`src/rtl/mul_issue_ctrl.sv`:
```
// Issue/retire control for the two-stage multiplier plus write-port arbitration against ALU writeback.
// Latency: an op accepted on edge N retires on edge N+2 at the earliest; arbitration and dep_stall are combinational.
// Backpressure: an ALU win holds the multiplier pipe and drops issue_ready; starvation cap forces a multiplier win.
module mul_issue_ctrl #(
  parameter int XLEN       = 32,
  parameter int STARVE_MAX = 4
) (
  input  logic            clk,
  input  logic            rst,
  input  logic            issue_valid,
  output logic            issue_ready,
  input  logic [4:0]      issue_rd,
  input  logic [4:0]      dec_ra,
  input  logic [4:0]      dec_rb,
  output logic            dep_stall,
  input  logic            flush,
  output logic            mul_valid,
  output logic            mul_hold,
  input  logic [XLEN-1:0] mul_result,
  input  logic            alu_wb_valid,
  input  logic [4:0]      alu_wb_rd,
  input  logic [XLEN-1:0] alu_wb_value,
  output logic            alu_wb_ready,
  output logic            rf_we,
  output logic [4:0]      rf_waddr,
  output logic [XLEN-1:0] rf_wdata,
  output logic            busy
);

  localparam int              CW   = $clog2(STARVE_MAX + 1);
  localparam logic [CW-1:0]   SMAX = CW'(STARVE_MAX);

  logic          s1_v, s2_v;
  logic [4:0]    s1_rd, s2_rd;
  logic [CW-1:0] starve_cnt;
  logic          alu_wins, mul_wins;
  logic          s1_hit, s2_hit;

  // Write-port arbitration: a pending result loses to the ALU until the starvation cap is reached.
  // A flush cycle hands the port to the ALU unconditionally so the doomed result is never written.
  always_comb begin
    alu_wins = 1'b0;
    mul_wins = 1'b0;
    if (s2_v && !flush) begin
      alu_wins = alu_wb_valid && (starve_cnt < SMAX);
      mul_wins = !alu_wins;
    end
  end

  assign mul_hold     = alu_wins;
  assign issue_ready  = ~alu_wins & ~flush;
  assign mul_valid    = issue_valid & issue_ready;
  assign alu_wb_ready = ~mul_wins;

  // Register-file port mux; x0 multiply results retire without a write, and reset suppresses any write.
  always_comb begin
    rf_we    = 1'b0;
    rf_waddr = alu_wb_rd;
    rf_wdata = alu_wb_value;
    if (mul_wins) begin
      rf_we    = (s2_rd != 5'd0);
      rf_waddr = s2_rd;
      rf_wdata = mul_result;
    end else begin
      rf_we    = alu_wb_valid;
    end
    if (!rst) rf_we = 1'b0;
  end

  // RAW hazard against any live, nonzero in-flight destination.
  always_comb begin
    s1_hit    = s1_v && (s1_rd != 5'd0) && ((s1_rd == dec_ra) || (s1_rd == dec_rb));
    s2_hit    = s2_v && (s2_rd != 5'd0) && ((s2_rd == dec_ra) || (s2_rd == dec_rb));
    dep_stall = s1_hit | s2_hit;
  end

  assign busy = s1_v | s2_v;

  // Tag pipeline and starvation counter; tags freeze while the ALU holds the port.
  always_ff @(posedge clk) begin
    if (!rst) begin
      s1_v       <= 1'b0;
      s2_v       <= 1'b0;
      s1_rd      <= 5'd0;
      s2_rd      <= 5'd0;
      starve_cnt <= '0;
    end else if (flush) begin
      s1_v       <= 1'b0;
      s2_v       <= 1'b0;
      starve_cnt <= '0;
    end else begin
      if (!mul_hold) begin
        s2_v  <= s1_v;
        s2_rd <= s1_rd;
        s1_v  <= mul_valid;
        if (mul_valid) s1_rd <= issue_rd;
      end
      // alu_wins already implies starve_cnt is below the cap, so the increment saturates.
      if (alu_wins) starve_cnt <= starve_cnt + 1'b1;
      else          starve_cnt <= '0;
    end
  end

endmodule

```
`config.mk`:
```
export PLATFORM = sky130hd
export DESIGN_NAME = mul_issue_ctrl
export DESIGN_NICKNAME = d
export VERILOG_FILES = /design/src/rtl/mul_issue_ctrl.sv
export SDC_FILE = /design/constraint.sdc
export NUM_CORES = 1
export LEC_CHECK = 0
export ABC_AREA = 1
export ABC_CLOCK_PERIOD_IN_PS = 1450
export BUFFER_PORTS_ARGS = -buffer_cell sky130_fd_sc_hd__buf_4
export CAP_MARGIN = 10
export CORE_UTILIZATION = 37
export DETAILED_ROUTE_END_ITERATION = 10
export PLACE_DENSITY = 0.77
export SLEW_MARGIN = 20
export SYNTH_ARGS = -nofsm -noshare
export SYNTH_HDL_FRONTEND = slang
export SYNTH_SLANG_ARGS = --single-unit
```
`constraint.sdc`:
```
create_clock -name clk -period 1.45 [get_ports clk]
set_input_delay 0.29 -clock clk [delete_from_list [all_inputs] [get_ports clk]]
set_output_delay 0.29 -clock clk [all_outputs]
set_load 0.05 [all_outputs]
```
== Word-level counts from Yosys, hierarchy flattened ==
Index checks and enable logic that the tools add are counted.

* Flip-flop bits (word level): 15
* Input port bits: 89
* Output and inout bits: 44
* Word-level logic and storage cells: 41

* Order comparisons: 1
* Mux-type cells: 6
* Equality and inequality tests: 4
* Add/sub/neg operators: 1
* Bitwise operators: 8
* Reductions and logical operators: 16

{| class="wikitable"
|+ Operators by type and width
! kind !! count
|-
| 32-bit two-way mux || 1
|-
| 5-bit == test || 4
|-
| 5-bit nonzero test || 2
|-
| 1-bit logical AND || 6
|-
| 5-bit two-way mux || 1
|-
| 1-bit two-way mux || 4
|-
| 1-bit NOT || 4
|-
| 3-bit by 1-bit adder with 3-bit output (second input constant) || 1
|-
| 3-bit < comparator (second input constant) || 1
|-
| 3-bit AND reduction || 1
|-
| 3-bit OR reduction || 1
|-
| 1-bit bitwise AND || 2
|-
| 1-bit logical NOT || 2
|-
| 1-bit logical OR || 2
|-
| 1-bit bitwise OR || 2
|-
| 2-bit AND reduction || 1
|-
| 2-bit OR reduction || 1
|}

== Logic depth before layout (Yosys ltp) ==
Gate-level depths: netlist (run 1).

* Depth in word-level cells: 7
* Mapped depth: 9
* Mapped depth without buffers: 8

== Worst setup path after synthesis (run 1) ==
No wires, ideal clock.

* Kind: register -> output
* Start: register starve_cnt[2]
* End: output rf_waddr[0]
* Data arrival time: 1.484 ns
* Slack: -0.324 ns
* Stages on the path, launching flop included: 6
* Path buffers: 1
* Data required time: 1.160 ns
* Path through: dfxtp_1 > inv_1 > nand2_1 > nand2_2 > buf_2 > o21ai_1

* Longest elaborated chain between the ends: 5

{| class="wikitable"
|+ Ends and longest elaborated chain
! what !! RTL line !! source
|-
| from (decl) || 35 || <nowiki>logic [CW-1:0] starve_cnt;</nowiki>
|-
| from (signal assigned) || 99 || <nowiki>if (alu_wins) starve_cnt <= starve_cnt + 1'b1;</nowiki>
|-
| 3-bit < comparator || 45 || <nowiki>alu_wins = alu_wb_valid && (starve_cnt < SMAX);</nowiki>
|-
| 1-bit logical AND || 45 ||
|-
| 1-bit logical NOT || 46 || <nowiki>mul_wins = !alu_wins;</nowiki>
|-
| 1-bit two-way mux || 44 || <nowiki>if (s2_v && !flush) begin</nowiki>
|-
| 5-bit two-way mux || 60 || <nowiki>if (mul_wins) begin</nowiki>
|-
| to (decl) || 25 || <nowiki>output logic [4:0] rf_waddr,</nowiki>
|}

No other way between the ends.

== Worst setup path in the final report (run 1) ==
* Start: register s2_v
* End: output rf_waddr[0]

* Longest elaborated chain between the ends: 3

{| class="wikitable"
|+ Ends and longest elaborated chain
! what !! RTL line !! source
|-
| from (decl) || 33 || <nowiki>logic s1_v, s2_v;</nowiki>
|-
| from (signal assigned) || 93 || <nowiki>s2_v <= s1_v;</nowiki>
|-
| 1-bit logical AND || 44 ||
|-
| 1-bit two-way mux || 44 ||
|-
| 5-bit two-way mux || 60 ||
|}

No other way between the ends.

==> results.cfg, run 1 <==
[outcome]
status = complete, but fails checks
violations = negative setup slack

[clock_tree]
clkLatencyLatePin_ns = 0.24
clock_path_buffers = 2
cts_root_buf = clkbuf_8
htreeDepth = 1
cts_tree = built
cts_sinks = 15
path_clk_slew_ns = 0.06
numCtsBuffers = 3

[yosys]
netlist_instances = 282
syn-num-nets = 372
synth_seq_area_share = 0.212
ys_ff_latch = 15
yosysWarningCount = 0
syn_area_mm2 = 0.00142
synth_cell_type_count = 20
syn_area_per_cell_um2 = 5.03

[power_and_ir_drop]
p_leak_nw = 1.82
power_density_mw_per_mm2 = 523
irDropWorstVdd_mv = 0.676
finalPower_mw = 1.74

[drt]
drtPass1Iterations = 4
vias = 2414
wl_per_cell_um = 14.9
route.detailed.drc = 0
routed_wl_um = 7250
ant_nets = 0
drt-initial-drc-count = 112
vias_per_cell = 4.98

[hold_path]
whs_path_depth = 3
hp-class = in2reg
min_from = issue_rd[2]
holdPathEnd = s1_rd[2]

[timing]
drv_slew = 0
hold_slack_ns = 0.266
fin_setup_tns_ns = -8.06
rsz0062_at_grt = true
max-slew-margin-rel = 0.792
tightest_slew_ns = 0.312
fin_skew_ns = 0.000705
fin_ws_ns = -0.230
fin_crit_ns = 1.68
fmax_mhz = 595
timing.final.crit_share = 1.16
setup_viol = 42
hold_viol = 0

[worst_setup_path]
crit_type = reg2out
reg2reg_to = s2_rd[4]
cp.arrival_ns = 1.39
ff2ff_setup_slack_ns = 0.01
crit_path_start_kind = register
critPathMaxFanout = 15
worstPathRequired_ns = 1.16
ff2ff_path_depth = 10
endpoint_kind = output port
worstReg2RegStart = starve_cnt[2]

[place]
placement.io_buffers = 132
dp.final_hpwl_um = 4330
place_congestion = 0.827
placed_area_mm2 = 0.00267

[global_routing]
grt-ovfl-total = 0
grt_pass1_vias = 2228
grt_max_degree = 16
grt_pass1_wl_um = 10200
antenna_found_initial = 0
grt_use_total = 0.315

[die]
die_y_um = 63.9
initial_core_util = 0.388
coreArea_mm2 = 0.00366
die_width_um = 63.9
die_area_mm2 = 0.00409
num_rows = 22
ioPinCount = 133

[cells_and_area]
layout_commonest_cell = nand2_1
antenna_cells = 0
nets = 528
num-fill-cells = 177
area_delta_synth_final_pct = 134
drive_gt1_frac = 0.586
final_util = 0.907
fin_area_mm2 = 0.00332
layout_common_cells = 113 x nand2_1, 107 x buf_4, 53 x nand2_2

[flow_run]
maxCapViolations = 0
[final cells by class]
class / instances / area (µm²) / area share
Clock buffer: 3 / 41.3 / 0.0124
Clock inverter: 1 / 5.00 / 0.00151
Inverter: 27 / 104 / 0.0313
Multi-Input combinational cell: 230 / 1170 / 0.351
Sequential cell: 15 / 318 / 0.0957
Tap cell: 48 / 60.1 / 0.0181
Timing Repair Buffer: 161 / 1630 / 0.490
[synth_stat cells]
cell,instances,area (µm²)
nand2_2,3,18.8
o21ai_1,8,40.0
xnor2_1,5,43.8
ha_1,1,12.5
inv_1,23,86.3
a21oi_1,6,30.0
buf_4,1,7.51
nand2_1,166,623
nor2_4,2,22.5
inv_2,4,15.0
buf_2,8,40.0
buf_6,1,11.3
nor2_1,27,101
nor3_1,1,5.00
nand4_1,1,6.26
nand3_1,5,25.0
dfxtp_1,15,300
or2_2,1,6.26
xor2_1,1,8.76
o21ai_0,3,15.0
[layer usage]
metal,up-vias,GRT usage,wire length (µm)
met5,-,0,0
met4,0,0.122,351
met3,38,0.0732,525
met2,141,0.614,3810
met1,1087,0.316,2560
li1,1148,-,-
[cell families after synthesis]
| logic type | Yosys count | share of synthesized area |
|---|---|---|
| AO/OA/AOI/OAI | 17 | 0.0600 |
| AND/OR/NAND/NOR | 206 | 0.570 |
| buffers and inverters | 37 | 0.113 |
| adder cells (fa/ha/maj) | 1 | 0.00882 |
| flip-flops | 15 | 0.212 |
| XOR/XNOR | 6 | 0.0370 |
[where the power goes]
group / switching [mW] / internal [mW] / total (mW)
clock network: 0.140 / 0.190 / 0.330
logic: 0.498 / 0.445 / 0.943
registers: 0.0289 / 0.434 / 0.463
[what timing repair did]
item	in CTS	in global routing
cloned	2	1
gates resized for setup	105	38
pin swaps	5	13
buffers inserted	8	3
hold buffers	0	0
setup endpoints to repair	43	48
[critical path, cell delays in order (launching register included)]
cell	delay, ns
dfxtp_2	0.32
nand2_2	0.07
inv_2	0.05
nand2_4	0.09
buf_6	0.13
buf_12	0.14
nand2_1	0.09
o21ai_4	0.07
buf_6	0.17
[worst max path at each step]
stage,to,start,slack (ns),cells after the start
after global routing,dep_stall,s2_rd[0],-0.38,9
final,rf_waddr[0],s2_v,-0.23,8
after floorplan,rf_wdata[10],starve_cnt[2],-0.09,6
after detailed placement,rf_wdata[24],flush,-0.08,10
after global placement,rf_wdata[7],flush,-0.08,10
after CTS,rf_waddr[0],s2_v,-0.21,7
[through the flow]
stage                     worst slack [ns]  cells
after floorplan                    -0.0949    282
after global placement             -0.0754    468
after detailed placement           -0.0776    468
after CTS                           -0.211    482
after global routing                -0.385    485
final                               -0.230    485
[flip-flops by register name, summed over array words and instances (netlist names)]
| register | cells |
|---|---|
| s1_rd | 5 |
| starve_cnt | 3 |
| s1_v | 1 |
| s2_v | 1 |
| s2_rd | 5 |
Power figures use the tool's default switching activity.
==> run 2, diff against run 1 <==
--- a/config.mk
+++ b/config.mk
@@ -9,6 +9,7 @@
 export ABC_CLOCK_PERIOD_IN_PS = 1450
 export BUFFER_PORTS_ARGS = -buffer_cell sky130_fd_sc_hd__buf_4
 export CAP_MARGIN = 10
+export CORE_MARGIN = 3
 export CORE_UTILIZATION = 37
 export DETAILED_ROUTE_END_ITERATION = 10
 export PLACE_DENSITY = 0.77
==> results.cfg, run 2 <==
[timing]
worstEndpointGrtRepair = rf_wdata[19]
worst_endpoint_kind = top-level output

[clock_tree]
clock_path_buffers = 2
cts_hold_buf = 0
numCtsBuffers = 3
cts_sinks = 15
htreeDepth = 1
cts_root_buf = clkbuf_8

[die]
die_width_um = 67.9
die_y_um = 67.9
num_rows = 21
ioPinCount = 133
initial_core_util = 0.403

[yosys]
synth_cell_type_count = 20
syn_area_per_cell_um2 = 5.03
yosysWarningCount = 0
netlist.area_leader.share = 0.439
synth_top_cell_by_area = nand2_1
synth_ff_type = dfxtp_1
syn_area_mm2 = 0.00142
synth_seq_area_share = 0.212
ys_ff_latch = 15
syn-num-nets = 372
netlist_top_cells_count = 166 x nand2_1, 27 x nor2_1, 23 x inv_1
synth_area_leaders = nand2_1 44%, dfxtp_1 21%, nor2_1 7.1%
yosysMostFrequentCell = nand2_1
async_flop_share = 0
synth_edf_count = 0
netlist_instances = 282

[outcome]
status = aborted with a tool error
stop_stage = global routing
firstError = [ERROR DPL-0038] Utilization greater than 100%, impossible to legalize

[global_routing]
grt_max_degree = 16

[place]
placement.io_buffers = 132
dp.final_hpwl_um = 4810
place_inst = 466
dp_worst_setup_slack_ns = -0.0782
place_congestion = 0.841
placed_area_mm2 = 0.00267
[run 2: stage by stage]
step / utilization / TNS [ns]
floorplan: - / -1.04
CTS: 0.969 / -7.75
detailed placement: 0.758 / -2.22
global placement: 0.758 / -1.45
[run 2: logic make-up after synthesis]
logic type | after synthesis | synth area share
flip-flops | 15 | 0.212
buffers and inverters | 37 | 0.113
AO/OA/AOI/OAI | 17 | 0.0600
adder cells (fa/ha/maj) | 1 | 0.00882
XOR/XNOR | 6 | 0.0370
AND/OR/NAND/NOR | 206 | 0.570
[run 2: what timing repair did]
action / in CTS
endpoints found under the setup margin: 43
buffers inserted: 9
resized for setup: 140
cloned: 6
pin swaps: 18
==> run 3, diff against run 2 <==
--- a/config.mk
+++ b/config.mk
@@ -10,9 +10,9 @@
 export BUFFER_PORTS_ARGS = -buffer_cell sky130_fd_sc_hd__buf_4
 export CAP_MARGIN = 10
 export CORE_MARGIN = 3
-export CORE_UTILIZATION = 37
+export CORE_UTILIZATION = 23
 export DETAILED_ROUTE_END_ITERATION = 10
-export PLACE_DENSITY = 0.77
+export PLACE_DENSITY_LB_ADDON = 0.15
 export SLEW_MARGIN = 20
 export SYNTH_ARGS = -nofsm -noshare
 export SYNTH_HDL_FRONTEND = slang
==> results.cfg, run 3 (synthesis results as in run 1) <==
[outcome]
status = complete, but fails checks
violations = negative setup slack

[worst_setup_path]
path_cells = inv_2, nand2_4, nand2_8, clkinv_8, buf_8, nand2_2, nand2_2, buf_8
crit_type = reg2out
cp-startpoint = starve_cnt[2]
max_stage_delay_ns = 0.32
cpMaxStageDelayCell = dfxtp_2
endpoint_kind = output port
worstReg2RegStart = starve_cnt[2]
cp.arrival_ns = 1.39
crit_path_start_kind = register
worstPathRequired_ns = 1.16
ff2ff_setup_slack_ns = 0.16
critPathMaxFanout = 7

[drt]
wl_met1_um = 2900
drtPass1Iterations = 4
vias_per_cell = 4.59
dr_wl_met3_um = 552
vias = 2349
routed_wl_um = 7500
drt-initial-drc-count = 88
wl_met2_um = 3880
ant_nets = 0
route.detailed.drc = 0
top_layer = met4
wl_per_cell_um = 14.7

[cells_and_area]
layout_commonest_cell = buf_4
final_cells = 512
drive_gt1_frac = 0.630
num-fill-cells = 450
antenna_cells = 0
top_regs = s1_rd: 5 flops, s2_rd: 5 flops, starve_cnt: 3 flops
area_delta_synth_final_pct = 164
nets = 531
layout_common_cells = 101 x buf_4, 93 x nand2_1, 53 x nand2_4

[timing]
fmax_mhz = 594
max-slew-margin-rel = 0.865
fin_ws_ns = -0.234
fin_crit_ns = 1.68
rsz0062_at_grt = true
timing.final.crit_share = 1.16
hold_viol = 0
setup_viol = 42
hold_slack_ns = 0.245
fin_skew_ns = 0.00259
drv_slew = 0
tightest_slew_ns = 0.201

[power_and_ir_drop]
pwr-share-comb = 0.550
finalPower_mw = 1.78
p_leak_nw = 2.15
p_sw_mw = 0.693
swShare = 0.389
irDropWorstVdd_mv = 0.627
pwr-share-clk = 0.190
power_density_mw_per_mm2 = 475
p_int_mw = 1.09
seqPwrFrac = 0.260

[place]
place_inst = 496
placement.io_buffers = 132
dp.final_hpwl_um = 4830
place_congestion = 0.838

[global_routing]
antenna_found_initial = 0
grt_use_total = 0.169
grt_pass1_vias = 2105
grt-ovfl-total = 0
grt_pass1_wl_um = 9980
grt_max_degree = 17

[clock_tree]
cts_hold_buf = 0
htreeDepth = 1
clkLatencyLatePin_ns = 0.25
cts_sinks = 15
numCtsBuffers = 3
cts_root_buf = clkbuf_8
clock_path_buffers = 2
path_clk_slew_ns = 0.06
cts_tree = built

[die]
initial_core_util = 0.247
coreArea_mm2 = 0.00574
die_area_mm2 = 0.00715
die_width_um = 84.5
num_rows = 27
die_y_um = 84.5
ioPinCount = 133

[flow_run]
maxCapViolations = 0

[hold_path]
min_from = issue_rd[4]
hp-class = in2reg
run 3: metrics by stage:
step | TNS, ns | cell area (µm²) | worst slack (ns) | util
6_report | -8.17 | 3740 | -0.234 | 0.652
5_1_grt | -10.34 | 3740 | -0.305 | 0.652
4_1_cts | -6.49 | 3290 | -0.176 | 0.573
3_5_place_dp | -3.89 | 2710 | -0.134 | 0.471
3_3_place_gp | -3.17 | 2710 | -0.108 | 0.471
2_1_floorplan | -1.04 | 1530 | -0.0949 | -
run 3: worst paths after layout:
path | depth (start not counted) | end
hold / removal | 3 | s1_rd[4]
hold reg to reg | 1 | starve_cnt[0]
setup reg to reg | 9 | s2_rd[2]
setup / recovery | 8 | rf_wdata[4]
run 3: power groups by stage:
| stage | Combinational (mW) | Clock (mW) | Sequential (mW) |
|---|---|---|---|
| final | 0.978 | 0.339 | 0.463 |
| after floorplan | 0.438 | 0 | 0.457 |
| after global placement | 0.776 | 0 | 0.463 |
| after global routing | 1.04 | 0.363 | 0.465 |
| after detailed placement | 0.779 | 0 | 0.464 |
| after CTS | 0.906 | 0.348 | 0.461 |
run 3: per-layer routing:
layer	GRT usage	up-vias
met5	0	-
met4	0.0489	0
li1	-	1163
met3	0.0157	18
met1	0.208	1049
met2	0.308	119
run 3: final cells by class:
cell class,count,area [µm²],area share
Clock buffer,4,45.0,0.0120
Inverter,27,116,0.0311
Multi-Input combinational cell,230,1470,0.393
Sequential cell,15,320,0.0856
Tap cell,72,90.1,0.0241
Timing Repair Buffer,164,1700,0.454
run 3: timing repair:
item,CTS,global route
buffers inserted,6,4
pin swaps,33,33
endpoints found under the setup margin,44,54
gates resized for setup,152,90
cloned,3,2
run 3: worst max-delay path, delay by kind of cell, from the launching register on:
kind,cells,cell delay (ns)
buffers and inverters,4,0.48
DFF,1,0.32
and+or+nand+nor,4,0.33
==> run 4, diff against run 3 <==
--- a/config.mk
+++ b/config.mk
@@ -9,7 +9,7 @@
 export ABC_CLOCK_PERIOD_IN_PS = 1450
 export BUFFER_PORTS_ARGS = -buffer_cell sky130_fd_sc_hd__buf_4
 export CAP_MARGIN = 10
-export CORE_MARGIN = 3
+export CORE_MARGIN = 4
 export CORE_UTILIZATION = 23
 export DETAILED_ROUTE_END_ITERATION = 10
 export PLACE_DENSITY_LB_ADDON = 0.15
==> results.cfg, run 4 (synthesis results as in run 1) <==
[timing]
hold_viol = 0
fmax_mhz = 614
timing.final.crit_share = 1.12
fin_crit_ns = 1.63
fin_skew_ns = 0.00148
tightest_slew_ns = 0.228
setup_viol = 42
max-slew-margin-rel = 0.848
fin_ws_ns = -0.180
drv_slew = 0
rsz0062_at_grt = true

[drt]
vias = 2135
routed_wl_um = 6160
ant_nets = 0
wl_per_cell_um = 12.0
drtPass1Iterations = 4
top_layer = met4
route.detailed.drc = 0
wl_met1_um = 2450
dr_wl_met3_um = 533
drt-initial-drc-count = 53
wl_met2_um = 3110
vias_per_cell = 4.16

[global_routing]
grt_pass1_wl_um = 9210
grt_pass1_vias = 2025
grt_use_total = 0.152
grt-ovfl-total = 0
antenna_found_initial = 0
grt_max_degree = 18

[clock_tree]
htreeDepth = 1
clock_path_buffers = 2
cts_hold_buf = 0
cts_sinks = 15
cts_root_buf = clkbuf_8
cts_tree = built
clkLatencyLatePin_ns = 0.24
numCtsBuffers = 3
path_clk_slew_ns = 0.06

[place]
place_inst = 500
placement.io_buffers = 132
dp_worst_setup_slack_ns = -0.0873
place_congestion = 0.795
dp.final_hpwl_um = 4900

[cells_and_area]
nets = 529
layout_common_cells = 123 x nand2_1, 107 x buf_4, 39 x nand2_2, 39 x buf_8, 25 x nor2_1
top_regs = s1_rd: 5 flops, s2_rd: 5 flops, starve_cnt: 3 flops
antenna_cells = 0
drive_gt1_frac = 0.557
area_delta_synth_final_pct = 137
layout_commonest_cell = nand2_1
final_cells = 513

[die]
num_rows = 28
ioPinCount = 133
die_area_mm2 = 0.00749
initial_core_util = 0.238
die_y_um = 86.5
coreArea_mm2 = 0.00596
die_width_um = 86.5

[worst_setup_path]
critPathMaxFanout = 8
worstPathRequired_ns = 1.16
endpoint_kind = output port
ff2ff_path_depth = 9
cp.arrival_ns = 1.34
crit_path_start_kind = register
crit_type = reg2out

[power_and_ir_drop]
p_leak_nw = 1.83
irDropWorstVdd_mv = 0.515
power_density_mw_per_mm2 = 507

[outcome]
violations = negative setup slack
status = complete, but fails checks

[hold_path]
whs_path_depth = 3
hp-class = in2reg

[flow_run]
maxCapViolations = 0
==> run 4: worst max-delay path: stages (launching register included) <==
cell,delay [ns]
dfxtp_2,0.33
nand2_2,0.07
inv_4,0.08
nand2_8,0.09
inv_8,0.10
clkbuf_16,0.14
nand2_1,0.07
nand2_2,0.08
buf_8,0.14
==> run 4: report_power, final <==
part,leakage (nW),internal [mW],switching (mW)
clock,0.0228,0.194,0.134
combinational,1.67,0.448,0.470
sequential,0.128,0.433,0.0259
==> run 4: repair_timing <==
item / 4_1_cts / 5_1_grt
pin swaps: 9 / 11
endpoints found under the setup margin: 44 / 49
cloned: 0 / 3
setup buffers: 4 / 2
gates resized for setup: 109 / 31
==> run 4: worst paths after layout <==
path                 start  slack, ns            end
max                   s2_v      -0.18   rf_wdata[11]
min            issue_rd[1]       0.27       s1_rd[1]
max reg2reg           s2_v       0.05       s2_rd[3]
min reg2reg  starve_cnt[0]       0.43  starve_cnt[0]
==> run 4: layout make-up <==
cell class              count  area (µm²)
fillers                   570        2590
repair buffers            162        1640
multi-input cells         230        1150
flip-flops and latches     15         324
inverters                  27         114
well taps                  75        93.8
clock buffers               4        45.0
==> run 4: per-stage QoR <==
step           hold WS (ns)  cell area [µm²]  power (mW)  utilization  TNS [ns]
2_1_floorplan         0.399             1530       0.895            -     -1.04
3_3_place_gp          0.405             2740        1.24        0.461     -1.80
3_5_place_dp          0.419             2740        1.25        0.461     -1.98
4_1_cts               0.261             3180        1.70        0.534     -5.55
5_1_grt               0.265             3370        1.80        0.565     -9.01
6_report              0.266             3370        1.71        0.565     -5.94
==> run 4: metal layers <==
metal	track usage	up-vias
met5	0	-
met4	0.0482	0
met3	0.0295	6
met2	0.281	82
met1	0.173	894
li1	-	1153
